[src/rtl/multicycle_demux_pkg.sv]
// multicycle_pkg: shared definitions for the multicycle demux.
//   state_t        : routing FSM state (IDLE, LOCKED)
//   DEST_0, DEST_1 : destination select encodings
package multicycle_pkg;

  typedef enum logic {
    IDLE   = 1'b0,
    LOCKED = 1'b1
  } state_t;

  localparam logic DEST_0 = 1'b0;
  localparam logic DEST_1 = 1'b1;

endpackage

[src/rtl/multicycle_demux_if.sv]
// multicycle_demux_if: handshake bundle between source, demux and both sinks.
//   in_*    : source beat (data/valid/sel/last) and in_ready back to the source
//   outN_*  : destination N beat (data/valid/last) and outN_ready from the sink
// Modports: slave = demux side, master = source/sink driver side.
interface multicycle_demux_if #(
  parameter int WIDTH = 32
);
  logic [WIDTH-1:0] in_data;
  logic             in_valid;
  logic             in_sel;
  logic             in_last;
  logic             in_ready;

  logic [WIDTH-1:0] out0_data;
  logic             out0_valid;
  logic             out0_last;
  logic             out0_ready;

  logic [WIDTH-1:0] out1_data;
  logic             out1_valid;
  logic             out1_last;
  logic             out1_ready;

  modport slave (
    input  in_data, in_valid, in_sel, in_last, out0_ready, out1_ready,
    output in_ready, out0_data, out0_valid, out0_last,
           out1_data, out1_valid, out1_last
  );

  modport master (
    output in_data, in_valid, in_sel, in_last, out0_ready, out1_ready,
    input  in_ready, out0_data, out0_valid, out0_last,
           out1_data, out1_valid, out1_last
  );
endinterface

[src/rtl/multicycle_demux_slot.sv]
// multicycle_slot: one registered output slot (data, last, valid).
//   clk, rst      : clock, synchronous active-high reset
//   fill_i        : load data_i/last_i this cycle (caller only fills when ready_o)
//   data_i/last_i : beat to load
//   out_ready_i   : downstream accepts the held beat
//   ready_o       : slot can take a beat (empty, or draining this cycle)
//   data_o/last_o/valid_o : held beat
module multicycle_slot #(
  parameter int WIDTH = 32
) (
  input  logic             clk,
  input  logic             rst,
  input  logic             fill_i,
  input  logic [WIDTH-1:0] data_i,
  input  logic             last_i,
  input  logic             out_ready_i,
  output logic             ready_o,
  output logic [WIDTH-1:0] data_o,
  output logic             last_o,
  output logic             valid_o
);
  logic [WIDTH-1:0] data_q, data_d;
  logic             last_q, last_d;
  logic             valid_q, valid_d;

  // drain-and-refill: a full slot draining this cycle can take a new beat
  assign ready_o = !valid_q || out_ready_i;

  always_comb begin
    data_d  = data_q;
    last_d  = last_q;
    valid_d = valid_q;
    if (fill_i) begin
      data_d  = data_i;
      last_d  = last_i;
      valid_d = 1'b1;
    end else if (valid_q && out_ready_i) begin
      valid_d = 1'b0;
    end
  end

  always_ff @(posedge clk) begin
    if (rst) begin
      data_q  <= '0;
      last_q  <= 1'b0;
      valid_q <= 1'b0;
    end else begin
      data_q  <= data_d;
      last_q  <= last_d;
      valid_q <= valid_d;
    end
  end

  assign data_o  = data_q;
  assign last_o  = last_q;
  assign valid_o = valid_q;
endmodule

[src/rtl/multicycle_demux.sv]
// multicycle_demux: 1-to-2 packet demux with one registered slot per output.
// The destination is taken from in_sel on the first beat of a packet and held
// until the beat with in_last=1 is accepted.
//   clk, rst : clock, synchronous active-high reset
//   bus      : multicycle_demux_if.slave (source beat in, two destinations out)
//   cnt0/1   : packets completed per destination (only with MULTICYCLE_DEMUX_STATS_EN)
// Optional feature macro: MULTICYCLE_DEMUX_STATS_EN (packet counters).
module multicycle_demux
  import multicycle_pkg::*;
#(
  parameter int WIDTH = 32,
  parameter int CNT_W = 16
) (
  input  logic                 clk,
  input  logic                 rst,
  multicycle_demux_if.slave    bus
`ifdef MULTICYCLE_DEMUX_STATS_EN
  ,
  output logic [CNT_W-1:0]     cnt0,
  output logic [CNT_W-1:0]     cnt1
`endif
);
  state_t state_q, state_d;
  logic   lock_sel_q, lock_sel_d;
  logic   dest, accept;

  logic [1:0]            slot_rdy, slot_fill, slot_vld, slot_last, out_rdy;
  logic [1:0][WIDTH-1:0] slot_data;

  assign out_rdy = {bus.out1_ready, bus.out0_ready};

  // only the selected slot gates the input; a stall elsewhere is irrelevant
  assign dest         = (state_q == LOCKED) ? lock_sel_q : bus.in_sel;
  assign bus.in_ready = !rst && ((dest == DEST_1) ? slot_rdy[1] : slot_rdy[0]);
  assign accept       = bus.in_valid && bus.in_ready;

  assign slot_fill[0] = accept && (dest == DEST_0);
  assign slot_fill[1] = accept && (dest == DEST_1);

  for (genvar g = 0; g < 2; g++) begin : g_slot
    multicycle_slot #(.WIDTH(WIDTH)) u_slot (
      .clk         (clk),
      .rst         (rst),
      .fill_i      (slot_fill[g]),
      .data_i      (bus.in_data),
      .last_i      (bus.in_last),
      .out_ready_i (out_rdy[g]),
      .ready_o     (slot_rdy[g]),
      .data_o      (slot_data[g]),
      .last_o      (slot_last[g]),
      .valid_o     (slot_vld[g])
    );
  end

  assign bus.out0_data  = slot_data[0];
  assign bus.out0_last  = slot_last[0];
  assign bus.out0_valid = slot_vld[0];
  assign bus.out1_data  = slot_data[1];
  assign bus.out1_last  = slot_last[1];
  assign bus.out1_valid = slot_vld[1];

  always_comb begin
    state_d    = state_q;
    lock_sel_d = lock_sel_q;
    case (state_q)
      IDLE: begin
        if (accept && !bus.in_last) begin
          state_d    = LOCKED;
          lock_sel_d = dest;
        end
      end
      LOCKED: begin
        if (accept && bus.in_last) state_d = IDLE;
      end
      default: state_d = IDLE;
    endcase
  end

  always_ff @(posedge clk) begin
    if (rst) begin
      state_q    <= IDLE;
      lock_sel_q <= DEST_0;
    end else begin
      state_q    <= state_d;
      lock_sel_q <= lock_sel_d;
    end
  end

`ifdef MULTICYCLE_DEMUX_STATS_EN
  logic [CNT_W-1:0] cnt0_q, cnt0_d, cnt1_q, cnt1_d;

  // counters wrap naturally at 2^CNT_W
  always_comb begin
    cnt0_d = cnt0_q;
    cnt1_d = cnt1_q;
    if (slot_fill[0] && bus.in_last) cnt0_d = cnt0_q + 1'b1;
    if (slot_fill[1] && bus.in_last) cnt1_d = cnt1_q + 1'b1;
  end

  always_ff @(posedge clk) begin
    if (rst) begin
      cnt0_q <= '0;
      cnt1_q <= '0;
    end else begin
      cnt0_q <= cnt0_d;
      cnt1_q <= cnt1_d;
    end
  end

  assign cnt0 = cnt0_q;
  assign cnt1 = cnt1_q;
`endif
endmodule

[src/flat_wrapper.sv]
// flat-port wrapper written by rule: the top's interface ports become plain ports
module multicycle_demux_flat import multicycle_pkg::*;
#(
  parameter int WIDTH = 32,
  parameter int CNT_W = 16
)
  (clk, rst, bus_in_data, bus_in_valid, bus_in_sel, bus_in_last, bus_out0_ready, bus_out1_ready, bus_in_ready, bus_out0_data, bus_out0_valid, bus_out0_last, bus_out1_data, bus_out1_valid, bus_out1_last);
  multicycle_demux_if #(.WIDTH(WIDTH)) bus_i ();
  input  logic clk;
  input  logic rst;
  input wire logic [$bits(bus_i.in_data)-1:0] bus_in_data;
  input wire logic [$bits(bus_i.in_valid)-1:0] bus_in_valid;
  input wire logic [$bits(bus_i.in_sel)-1:0] bus_in_sel;
  input wire logic [$bits(bus_i.in_last)-1:0] bus_in_last;
  input wire logic [$bits(bus_i.out0_ready)-1:0] bus_out0_ready;
  input wire logic [$bits(bus_i.out1_ready)-1:0] bus_out1_ready;
  output wire logic [$bits(bus_i.in_ready)-1:0] bus_in_ready;
  output wire logic [$bits(bus_i.out0_data)-1:0] bus_out0_data;
  output wire logic [$bits(bus_i.out0_valid)-1:0] bus_out0_valid;
  output wire logic [$bits(bus_i.out0_last)-1:0] bus_out0_last;
  output wire logic [$bits(bus_i.out1_data)-1:0] bus_out1_data;
  output wire logic [$bits(bus_i.out1_valid)-1:0] bus_out1_valid;
  output wire logic [$bits(bus_i.out1_last)-1:0] bus_out1_last;
  assign bus_i.in_data = bus_in_data;
  assign bus_i.in_valid = bus_in_valid;
  assign bus_i.in_sel = bus_in_sel;
  assign bus_i.in_last = bus_in_last;
  assign bus_i.out0_ready = bus_out0_ready;
  assign bus_i.out1_ready = bus_out1_ready;
  assign bus_in_ready = bus_i.in_ready;
  assign bus_out0_data = bus_i.out0_data;
  assign bus_out0_valid = bus_i.out0_valid;
  assign bus_out0_last = bus_i.out0_last;
  assign bus_out1_data = bus_i.out1_data;
  assign bus_out1_valid = bus_i.out1_valid;
  assign bus_out1_last = bus_i.out1_last;
  multicycle_demux #(.WIDTH(WIDTH), .CNT_W(CNT_W)) u_core (.clk(clk), .rst(rst), .bus(bus_i));
endmodule
[config.mk]
export PLATFORM = sky130hd
export DESIGN_NAME = multicycle_demux_flat
export DESIGN_NICKNAME = d
export VERILOG_FILES = /design/src/rtl/multicycle_demux_pkg.sv /design/src/rtl/multicycle_demux_if.sv /design/src/rtl/multicycle_demux_slot.sv /design/src/rtl/multicycle_demux.sv /design/src/flat_wrapper.sv
export SDC_FILE = /design/constraint.sdc
export NUM_CORES = 1
export LEC_CHECK = 0
export BUFFER_PORTS_ARGS = -buffer_cell sky130_fd_sc_hd__buf_2
export CAP_MARGIN = 20
export CORE_ASPECT_RATIO = 1.5
export CORE_UTILIZATION = 53
export CTS_BUF_LIST = sky130_fd_sc_hd__clkbuf_4
export CTS_CLUSTER_DIAMETER = 120
export DETAILED_ROUTE_END_ITERATION = 12
export PLACE_DENSITY = 0.91
export SYNTH_ARGS = -nofsm -noshare
export SYNTH_HDL_FRONTEND = slang
export SYNTH_SLANG_ARGS = --single-unit
[constraint.sdc]
create_clock -name clk -period 4.09 [get_ports clk]
set_input_delay 1.227 -clock clk [delete_from_list [all_inputs] [get_ports clk]]
set_output_delay 1.227 -clock clk [all_outputs]
set_load 0.005 [all_outputs]
==> run metrics, run 1 <==
outcome=complete, no violations; Die X=58.37 um; Logic pwr share=0.106; DRT iter0 DRCs=87; CP most frequent cell=buf_2; Power per Cell Area=roughly 390 nW/um^2; sequential area share after synthesis=0.5547; row count=30; area of the die=approximately 5000 um^2; Slowest cell on crit path=mux2i_2; Worst Skew=slightly below 0.008 ns; arrival time worst endpoint=2.02 ns; minimum hold slack=between 0.4 and 0.5 ns; Yosys reg bits=70; RSZ-0062 raised after global routing=no; Nets=448; Net Sw Power=about 0.00032 W; Sw Share=0.2656; Final min period=between 3 and 4 ns; die height=roughly 87 um; CTS Sinks=70; maximum clock path buffer count=2; Total Power=roughly 0.0012 W; crit-path max FO=5; fin crit share=0.7945; Worst Tran Pin Value=about 0.7 ns; Final ANT Viol Nets=0; syn_area_per_cell=8.175 um^2; Place WS=about 0.85 ns; Root Buffer=clkbuf_4; GRT Total Usage=0.2515; Worst-Skew Late Latency=approximately 0.40 ns; vias in the first global route=2291; DR DRC count=0; CP Launch Type=input pin; CP Cell Sequence=buf_2 > mux2i_2 > mux2i_1 > nor2_1 > buf_2; post-DP HPWL=around 4300 um; layout cells sized above 1=0.3164; total core area=approximately 4500 um^2; setup violators final=0; Final TNS setup=0 ns; CP Data Required Time=2.86 ns; R2R Path End=u_core.g_slot[0].u_slot.data_o[1]$_SDFFE_PP0P_; most common cell after layout, fill and taps aside=nand2_1; Via Count=2365; CP Class=input pin to primary output; buffers and inverters on the worst path=2; drt total wl=just over 6000 um; cell area after synthesis=~2500 um^2; Mapped Cells=309; routed len/inst=approximately 13 um; Hold-fix buffers, CTS=0; first-pass GRT wire length=roughly 9600 um; r2r setup slk=approximately 2 ns; Clock Power Share=0.296; router iterations before antenna repair=4; CP endpoint=bus_in_ready; Vias/cell=roughly 4.9; Fmax=approximately 310 MHz; CTS tree=yes; Leakage=roughly 1.4 nW; CTS Buf Count=9; VDD IR-drop max=around 0.24 mV; placed cells=around 460; Fillers=a little under 400; Critical Path Stages=5; Slew HR=0.5245; FF-to-FF path depth=5; initial antenna violation count=0; GPL Wtd Cong=roughly 0.8; Internal=around 0.00089 W; Area Overhead vs Synth=23.97%; Hold Crit Class=flop to flop; Critical Path Max Stage Delay=approximately 0.27 ns; pin count of the biggest net entering global routing=45; global route overflow=0; clk slew on worst S/H paths=about 0.10 ns; number of max-slew violations in the final report=0; initial core utilization=0.5562; CP top delay family=multiplexers; synthesized net count=between 300 and 400; Finished Layout Cells=around 480; worst setup margin=roughly 0.84 ns; Crit. Startpoint=bus_in_sel; final hold vios=0; most frequent cells in the layout=nand2_1 (133), buf_2 (107), dfxtp_1 (70); H-tree depth=3; sequential power share=0.597; Max Cap Violations=0; Buffers on Ports=107; synth warn=0; postcts setup bufs=0; I/O Pins=about 110; Synth cell types=19; # diodes=0; post-cts sizing count=0; Critical Path End Type=primary output
power groups by stage:
stage	clock network [W]	registers (W)	logic (W)
after floorplan	0	0.000739	0.0000712
after global placement	0	0.000736	0.000125
after detailed placement	0	0.000737	0.000129
after global routing	0.000389	0.000725	0.000144
final	0.000358	0.000721	0.000129
after CTS	0.000362	0.000721	0.000130
layer usage:
metal,GRT usage,share of wire
met1,0.2595,0.39
met2,0.4577,0.54
met3,0.07164,0.053
met4,0.1169,0.021
met5,0,0
per-stage QoR:
stage | instance area (um^2) | util
after detailed placement | 3028 | 0.6667
after floorplan | 2526 | -
final | 3132 | 0.6895
after global placement | 3028 | 0.6667
after CTS | 3132 | 0.6895
after global routing | 3132 | 0.6895
kinds of logic after synthesis:
family / after synthesis / synth area share
flip-flops: 70 / 0.5547
AND/OR/NAND/NOR: 144 / 0.2323
buffers and inverters: 22 / 0.05696
multiplexers: 3 / 0.01337
AO/OA/AOI/OAI: 70 / 0.1426
worst reg2reg max path, stage by stage (launching register included):
cell,delay (ns)
dfxtp_1,0.43
mux2i_2,0.35
and3_1,0.67
buf_4,0.35
nand2_1,0.08
a21oi_1,0.14
layout make-up:
class	instances	area, um^2	area share
Clock buffer	10	75.07	0.02397
Clock inverter	6	28.78	0.009189
Multi-Input combinational cell	217	980.9	0.3132
Sequential cell	70	1401	0.4475
Tap cell	64	80.08	0.02557
Timing Repair Buffer	111	565.5	0.1806
flip-flops by register name, summed over array words and instances, names as in the netlist, named ones only:
| name | count |
|---|---|
| u_core.g_slot.u_slot.last_o | 2 |
| u_core.g_slot.u_slot.data_o | 64 |
| u_core.g_slot.u_slot.valid_o | 2 |
| u_core.lock_sel_q | 1 |
worst min-delay path by stage:
stage / startpoint / to / slack [ns] / cells after the start
after global routing: u_core.g_slot[0].u_slot.data_o[24]$_SDFFE_PP0P_ / u_core.g_slot[0].u_slot.data_o[24]$_SDFFE_PP0P_ / 0.48 / 2
after detailed placement: u_core.g_slot[1].u_slot.data_o[25]$_SDFFE_PP0P_ / u_core.g_slot[1].u_slot.data_o[25]$_SDFFE_PP0P_ / 0.44 / 2
after global placement: u_core.g_slot[1].u_slot.data_o[19]$_SDFFE_PP0P_ / u_core.g_slot[1].u_slot.data_o[19]$_SDFFE_PP0P_ / 0.44 / 2
after CTS: u_core.g_slot[1].u_slot.data_o[25]$_SDFFE_PP0P_ / u_core.g_slot[1].u_slot.data_o[25]$_SDFFE_PP0P_ / 0.46 / 2
final: u_core.g_slot[1].u_slot.data_o[25]$_SDFFE_PP0P_ / u_core.g_slot[1].u_slot.data_o[25]$_SDFFE_PP0P_ / 0.46 / 2
after floorplan: u_core.g_slot[0].u_slot.data_o[0]$_SDFFE_PP0P_ / u_core.g_slot[0].u_slot.data_o[0]$_SDFFE_PP0P_ / 0.45 / 2
cell usage after synthesis:
| cell | n | area, um^2 |
|---|---|---|
| buf_6 | 6 | 67.56 |
| nand2_1 | 133 | 499.2 |
| and3_1 | 1 | 6.260 |
| a211oi_2 | 1 | 12.51 |
| nor2_1 | 1 | 3.750 |
| mux2i_1 | 2 | 20.02 |
| dfxtp_1 | 70 | 1401 |
| a211oi_1 | 1 | 7.510 |
| and3b_1 | 1 | 8.760 |
| nand2b_1 | 4 | 25.02 |
| buf_4 | 2 | 15.01 |
| clkbuf_1 | 7 | 26.28 |
| mux2i_2 | 1 | 13.76 |
| nor2b_2 | 1 | 8.760 |
| nor3_1 | 1 | 5.000 |
| nand3b_4 | 1 | 20.02 |
| a21oi_1 | 68 | 340.3 |
| buf_2 | 7 | 35.03 |
| nand3_2 | 1 | 10.01 |
No activity file was read; power rests on OpenSTA's default activity.
==> run 2: changes to the inputs <==
Settings changed: CORE_UTILIZATION 53 to 49, PLACE_DENSITY 0.91 to 0.85.
Clock period 4.09 ns to 3.15 ns, I/O delays scaled along.
==> run 2 against run 1 <==
Compared with the run above:
- first-iteration DRC count down 31%
- sequential power up 30%
- core utilization fell by 4.1 points
- highest routed layer unchanged
- global-route usage decreased by 2.6 points
- non-clock buffer count grew 2
- design area up 1.3%
- clock power up 51%
- combinational power up 30%
- flip-flop and latch count unchanged
- wire length fell by 4.6%
- register-to-register slack worse by 0.62 ns
==> run metrics, run 2 (same netlist as run 1, synthesis figures left out) <==
routed len/inst=12.19 um (was 12.86 um); GRT Total Usage=0.2252 (was 0.2515); CP Launch Type=input pin (unchanged); Final min period=between 2 and 3 ns; Vias/cell=4.919 (was 4.948); initial antenna violation count=0 (unchanged); initial core utilization=0.5169 (was 0.5562); Slew HR=0.6314 (was 0.5245); Final ANT Viol Nets=0 (unchanged); I/O Pins=108 (unchanged); drt total wl=5863 um (was 6146 um); total core area=4887 um^2 (was 4542 um^2); CP Data Required Time=2.20 ns (was 2.86 ns); CP Class=input pin to primary output (unchanged); RSZ-0062 raised after global routing=no (unchanged); arrival time worst endpoint=1.74 ns (was 2.02 ns); Power per Cell Area=518.5 nW/um^2 (was 385.7 nW/um^2); fin crit share=0.8538; Hold-fix buffers, CTS=0 (unchanged); FF/Latch Area=1401 um^2 (unchanged); most common cell after layout, fill and taps aside=nand2_1 (unchanged); DR DRC count=0 (unchanged); CTS Buf Count=9 (unchanged); VDD IR-drop max=0.4742 mV (was 0.2449 mV); GPL Wtd Cong=0.7465 (was 0.7996); Fillers=433 (was 393); Area Overhead vs Synth=25.56% (was 23.97%); DRT iter0 DRCs=60 (was 87); global route overflow=0 (unchanged); post-DP HPWL=3991 um (was 4287 um); number of max-slew violations in the final report=0 (unchanged); Place WS=0.4610 ns (was 0.8486 ns); # diodes=0 (unchanged); r2r setup slk=1.38 ns (was 2.00 ns); Leakage=1.434 nW (was 1.420 nW); pin count of the biggest net entering global routing=56 (was 45); Buffers on Ports=107 (unchanged); R2R Path End=u_core.g_slot[0].u_slot.data_o[4]$_SDFFE_PP0P_ (was u_core.g_slot[0].u_slot.data_o[1]$_SDFFE_PP0P_); hold path depth=2 (unchanged); Fmax=around 370 MHz; Worst-Skew Late Latency=0.40 ns (about the same); crit-path max FO=5 (unchanged); Multi-input gate area=980.9 um^2 (unchanged); Via Count=2366 (was 2365); H-tree depth=3 (unchanged); area of the die=5453 um^2 (was 5052 um^2); Hold Crit Class=flop to flop (unchanged); Final TNS setup=0 ns (unchanged); worst setup margin=0.4604 ns (was 0.8404 ns); hold wc startpoint=u_core.g_slot[0].u_slot.data_o[19]$_SDFFE_PP0P_ (was u_core.g_slot[1].u_slot.data_o[25]$_SDFFE_PP0P_); Critical Path End Type=primary output (unchanged); FF-to-FF path depth=5 (unchanged); postcts setup bufs=0 (unchanged); maximum clock path buffer count=2 (unchanged); layout cells sized above 1=0.3181 (was 0.3164); post-cts sizing count=0 (unchanged); setup violators final=0 (unchanged); router iterations before antenna repair=4 (unchanged); outcome=complete, no violations (unchanged); Max Cap Violations=0 (unchanged); final hold vios=0 (unchanged); Root Buffer=clkbuf_4 (unchanged); max reg flops=64 (unchanged); CTS Sinks=70 (unchanged); Die X=60.63 um (was 58.37 um); clk slew on worst S/H paths=0.09 ns (was 0.10 ns); Hold Path Sink=u_core.g_slot[0].u_slot.data_o[19]$_SDFFE_PP0P_ (was u_core.g_slot[1].u_slot.data_o[25]$_SDFFE_PP0P_); die height=89.94 um (was 86.56 um); vias in the first global route=2183 (was 2291); Nets=450 (was 448); row count=31 (was 30); Worst Skew=0.01381 ns (was 0.007841 ns); CTS tree=yes (unchanged); first-pass GRT wire length=9397 um (was 9556 um); most frequent cells in the layout=nand2_1 (133), buf_2 (107), dfxtp_1 (70) (unchanged); Worst Tran Pin Value=0.5529 ns (was 0.7133 ns)
## run 2: cell count changes in the layout (fill, tap and decap cells not counted)
cell	change
buf_4	+2
clkinvlp_4	+1
bufinv_16	+1
clkinv_2	-3
## run 2: metrics by stage
stage / instances / hold slack [ns] / utilization / power (W) / instance area (um^2)
6_report: 481 / 0.4550 / 0.6490 / 0.001644 / 3172
5_1_grt: 481 / 0.4749 / 0.6490 / 0.001718 / 3172
4_1_cts: 481 / 0.4596 / 0.6490 / 0.001656 / 3172
3_5_place_dp: 466 / 0.4439 / 0.6231 / 0.001125 / 3045
3_3_place_gp: 466 / 0.4385 / 0.6231 / 0.001121 / 3045
2_1_floorplan: 309 / 0.4527 / - / 0.001052 / 2526
## run 2: how the worst max path moves through the flow
| stage | from | endpoint | slack [ns] | cells after the start |
|---|---|---|---|---|
| 6_report | bus_in_sel | bus_in_ready | 0.46 | 5 |
| 5_1_grt | bus_in_sel | bus_in_ready | 0.41 | 5 |
| 4_1_cts | bus_in_sel | bus_in_ready | 0.46 | 5 |
| 3_5_place_dp | bus_in_sel | bus_in_ready | 0.46 | 5 |
| 3_3_place_gp | bus_in_sel | bus_in_ready | 0.46 | 5 |
| 2_1_floorplan | rst | bus_in_ready | 0.74 | 3 |
## run 2: cell type report
type / count / share of cell area
Timing Repair Buffer: 113 / 0.1830
Multi-Input combinational cell: 217 / 0.3093
Sequential cell: 70 / 0.4418
Clock buffer: 10 / 0.02367
Clock inverter: 5 / 0.01617
Tap cell: 66 / 0.02604
## run 2: power by group
part / internal (W) / switching [W]
Clock: 0.000242 / 0.000299
Sequential: 0.000919 / 0.0000169
Combinational: 0.0000723 / 0.0000956
## run 2: critical path: stages
cell and delay (ns):
buf_2 0.11, mux2i_2 0.27, mux2i_1 0.22, nor2_1 0.06, buf_2 0.14
## run 2: per-layer routing
| layer | global-route usage | wire length, um |
|---|---|---|
| met5 | 0 | 0 |
| met3 | 0.04604 | 347 |
| met4 | 0.1269 | 122 |
| met1 | 0.2433 | 2436 |
| met2 | 0.3874 | 2956 |
==> run 3: changes to the inputs <==
Settings changed: PLACE_DENSITY 0.85 to 0.84, SYNTH_HIERARCHICAL set to 1.
==> run 3 against run 2 <==
Compared with the run above:
- maximum frequency decreased by 1.3%
- clock power down 1%
- worst hold slack better by 0.041 ns
- area after synthesis grew 3.7%
- clock skew down 0.0064 ns
- synthesized cell count fell by 23%
- design area is 2.4% higher
- global-route usage is 2.4 points lower
- critical path type unchanged
- combinational power is 12% higher
- die area increased by 3.6%
- critical path depth did not move
==> run metrics, run 3 <==
syn_area_per_cell=11.01 um^2 (was 8.175 um^2); CTS tree=yes (unchanged); outcome=complete, no violations (unchanged); Slowest cell on crit path=mux2i_2 (unchanged); clk slew on worst S/H paths=0.09 ns (about the same); CTS Buf Count=9 (unchanged); routed len/inst=12.71 um (was 12.19 um); worst setup margin=0.4236 ns (was 0.4604 ns); CP Data Required Time=2.20 ns (about the same); Top FF cell, synth=dfxtp_1 (unchanged); RSZ-0062 raised after global routing=no (unchanged); DRT iter0 DRCs=36 (was 60); Slew HR=0.7119 (was 0.6314); simple-gate share of the synthesized area=0.1175 (was 0.2323); I/O Pins=108 (unchanged); Hold Path Sink=u_core/g_slot[1].u_slot/data_o[3]$_SDFFE_PP0P_ (was u_core.g_slot[0].u_slot.data_o[19]$_SDFFE_PP0P_); post-synthesis adder-cell area fraction=0 (unchanged); GPL Wtd Cong=0.7569 (was 0.7465); postcts setup bufs=0 (unchanged); Area Overhead vs Synth=23.93% (was 25.56%); drt total wl=5300 um (was 5863 um); Hold-fix buffers, CTS=0 (unchanged); Hold Crit Class=flop to flop (unchanged); Fmax=366.8 MHz (was 371.8 MHz); layout cells sized above 1=0.3725 (was 0.3181); Worst Skew=0.007432 ns (was 0.01381 ns); Critical Path End Type=primary output (unchanged); global route overflow=0 (unchanged); Synth cell types=16 (was 19); most frequent cells in the layout=buf_2 (107), dfxtp_1 (70), nor2_1 (69) (was nand2_1 (133), buf_2 (107), dfxtp_1 (70)); # diodes=0 (unchanged); CP Launch Type=input pin (unchanged); setup violators final=0 (unchanged); post-synthesis mux area share=0.2650 (was 0.01337); Synth top cells by count=dfxtp_1 (70), nor2_1 (70), mux2i_1 (68), buf_12 (6), clkbuf_1 (4) (was nand2_1 (133), dfxtp_1 (70), a21oi_1 (68), buf_2 (7), clkbuf_1 (7)); die height=91.56 um (was 89.94 um); Fillers=458 (was 433); initial core utilization=0.5112 (was 0.5169); Final ANT Viol Nets=0 (unchanged); Final min period=2.726 ns (was 2.690 ns); DR DRC count=0 (unchanged); number of max-slew violations in the final report=0 (unchanged); area of the die=5649 um^2 (was 5453 um^2); CTS Sinks=70 (unchanged); Power per Cell Area=511.2 nW/um^2 (was 518.5 nW/um^2); post-DP HPWL=3817 um (was 3991 um); Die X=61.71 um (was 60.63 um); Post-synth EDFFs=0 (unchanged); GRT Total Usage=0.2010 (was 0.2252); arrival time worst endpoint=1.78 ns (was 1.74 ns); XOR/XNOR share of the synthesized area=0 (unchanged); router iterations before antenna repair=4 (unchanged); post-cts sizing count=0 (unchanged); CP top delay family=multiplexers (unchanged); Yosys reg bits=70 (unchanged); final hold vios=0 (unchanged); Synth area leader=dfxtp_1 (unchanged); Place WS=0.4293 ns (was 0.4610 ns); pin count of the biggest net entering global routing=45 (was 56); synth warn=6 (was 0); CP Cell Sequence=buf_2 > mux2i_2 > mux2i_1 > nor2_1 > buf_2 (unchanged); Compound-Gate Fraction of Synth Area=0.01194 (was 0.1426); vias in the first global route=1971 (was 2183); r2r setup slk=1.33 ns (was 1.38 ns); max reg flops=64 (unchanged); CP most frequent cell=buf_2 (unchanged); VDD IR-drop max=0.3745 mV (was 0.4742 mV); Worst-Skew Late Latency=0.40 ns (about the same); hold path depth=2 (unchanged); row count=32 (was 31); fin crit share=0.8655 (was 0.8538); Async S/R FF share, synth=0 (unchanged); Nets=384 (was 450); initial antenna violation count=0 (unchanged); Vias/cell=4.818 (was 4.919); cell area after synthesis=2620 um^2 (was 2526 um^2); most common cell after layout, fill and taps aside=buf_2 (was nand2_1); FF-to-FF path depth=5 (unchanged); top-area cell type share of the netlist area=0.5349 (was 0.5547); Via Count=2009 (was 2366); maximum clock path buffer count=2 (unchanged); hold wc startpoint=u_core/g_slot[1].u_slot/data_o[3]$_SDFFE_PP0P_ (was u_core.g_slot[0].u_slot.data_o[19]$_SDFFE_PP0P_); main combinational cell family by area after synthesis=multiplexers (was simple AND/OR/NAND/NOR gates); Buffers on Ports=107 (unchanged); first-pass GRT wire length=8190 um (was 9397 um); Final TNS setup=0 ns (unchanged); synth top area cells=dfxtp_1 (53%), mux2i_1 (26%), nor2_1 (10%), buf_12 (4.6%), buf_6 (0.86%) (was dfxtp_1 (55%), nand2_1 (20%), a21oi_1 (13%), buf_6 (2.7%), buf_2 (1.4%)); Leakage=1.510 nW (was 1.434 nW); synthesized net count=277 (was 348); R2R Path End=u_core/g_slot[0].u_slot/data_o[11]$_SDFFE_PP0P_ (was u_core.g_slot[0].u_slot.data_o[4]$_SDFFE_PP0P_); Max Cap Violations=0 (unchanged); crit-path max FO=4 (was 5); Critical Path Max Stage Delay=0.33 ns (was 0.27 ns); total core area=5125 um^2 (was 4887 um^2); buffers and inverters on the worst path=2 (unchanged); Mapped Cells=238 (was 309); CP Class=input pin to primary output (unchanged); sequential area share after synthesis=0.5349 (was 0.5547); Worst Tran Pin Value=0.4321 ns (was 0.5529 ns); H-tree depth=3 (unchanged); Root Buffer=clkbuf_4 (unchanged)
run 3: cell families after synthesis:
kind of cell,Yosys count
flip-flops,70
multiplexers,69
AND/OR/NAND/NOR,76
AO/OA/AOI/OAI,5
buffers and inverters,18
run 3: cell type report:
| cell class | count | area [um^2] | share of cell area |
|---|---|---|---|
| tap | 68 | 85.08 | 0.02620 |
| sequential | 70 | 1401 | 0.4316 |
| timing repair buffer | 112 | 585.6 | 0.1803 |
| multi-input combinational | 150 | 1041 | 0.3206 |
| clock buffer | 10 | 75.07 | 0.02312 |
| inverter | 2 | 7.507 | 0.002312 |
| clock inverter | 5 | 51.30 | 0.01580 |
run 3: worst max path at each step:
stage	start	end	cells after the start
3_3_place_gp	bus_in_sel	bus_in_ready	5
5_1_grt	bus_in_sel	bus_in_ready	5
3_5_place_dp	bus_in_sel	bus_in_ready	5
2_1_floorplan	bus_in_sel	bus_in_ready	3
4_1_cts	bus_in_sel	bus_in_ready	5
6_report	bus_in_sel	bus_in_ready	5
run 3: per-layer routing:
layer / share of wire / global-route usage / vias to the layer above
met5: 0 / 0 / -
met4: 0.028 / 0.1407 / 0
met3: 0.054 / 0.05983 / 12
met2: 0.54 / 0.3441 / 62
met1: 0.38 / 0.1921 / 929
li1: - / - / 1006
run 3: through the flow:
stage                     utilization  hold slack (ns)  power, W  area (um^2)  std cells
after detailed placement       0.6089           0.4761  0.001150         3120        402
final                          0.6335           0.4959  0.001660         3247        417
after CTS                      0.6335           0.5016  0.001686         3247        417
after global placement         0.6089           0.4672  0.001142         3120        402
after floorplan                     -           0.4850  0.001081         2620        238
after global routing           0.6335           0.5229  0.001743         3247        417
run 3: worst min-delay path, stage by stage (launching register included):
cell and delay, ns:
dfxtp_1 0.33, mux2i_1 0.06, nor2_1 0.07
run 3: report_power, final:
group / switching [W] / internal [W] / total (W)
clock network: 0.000291 / 0.000242 / 0.000532
registers: 0.0000183 / 0.000921 / 0.000939
logic: 0.0000944 / 0.0000936 / 0.000188
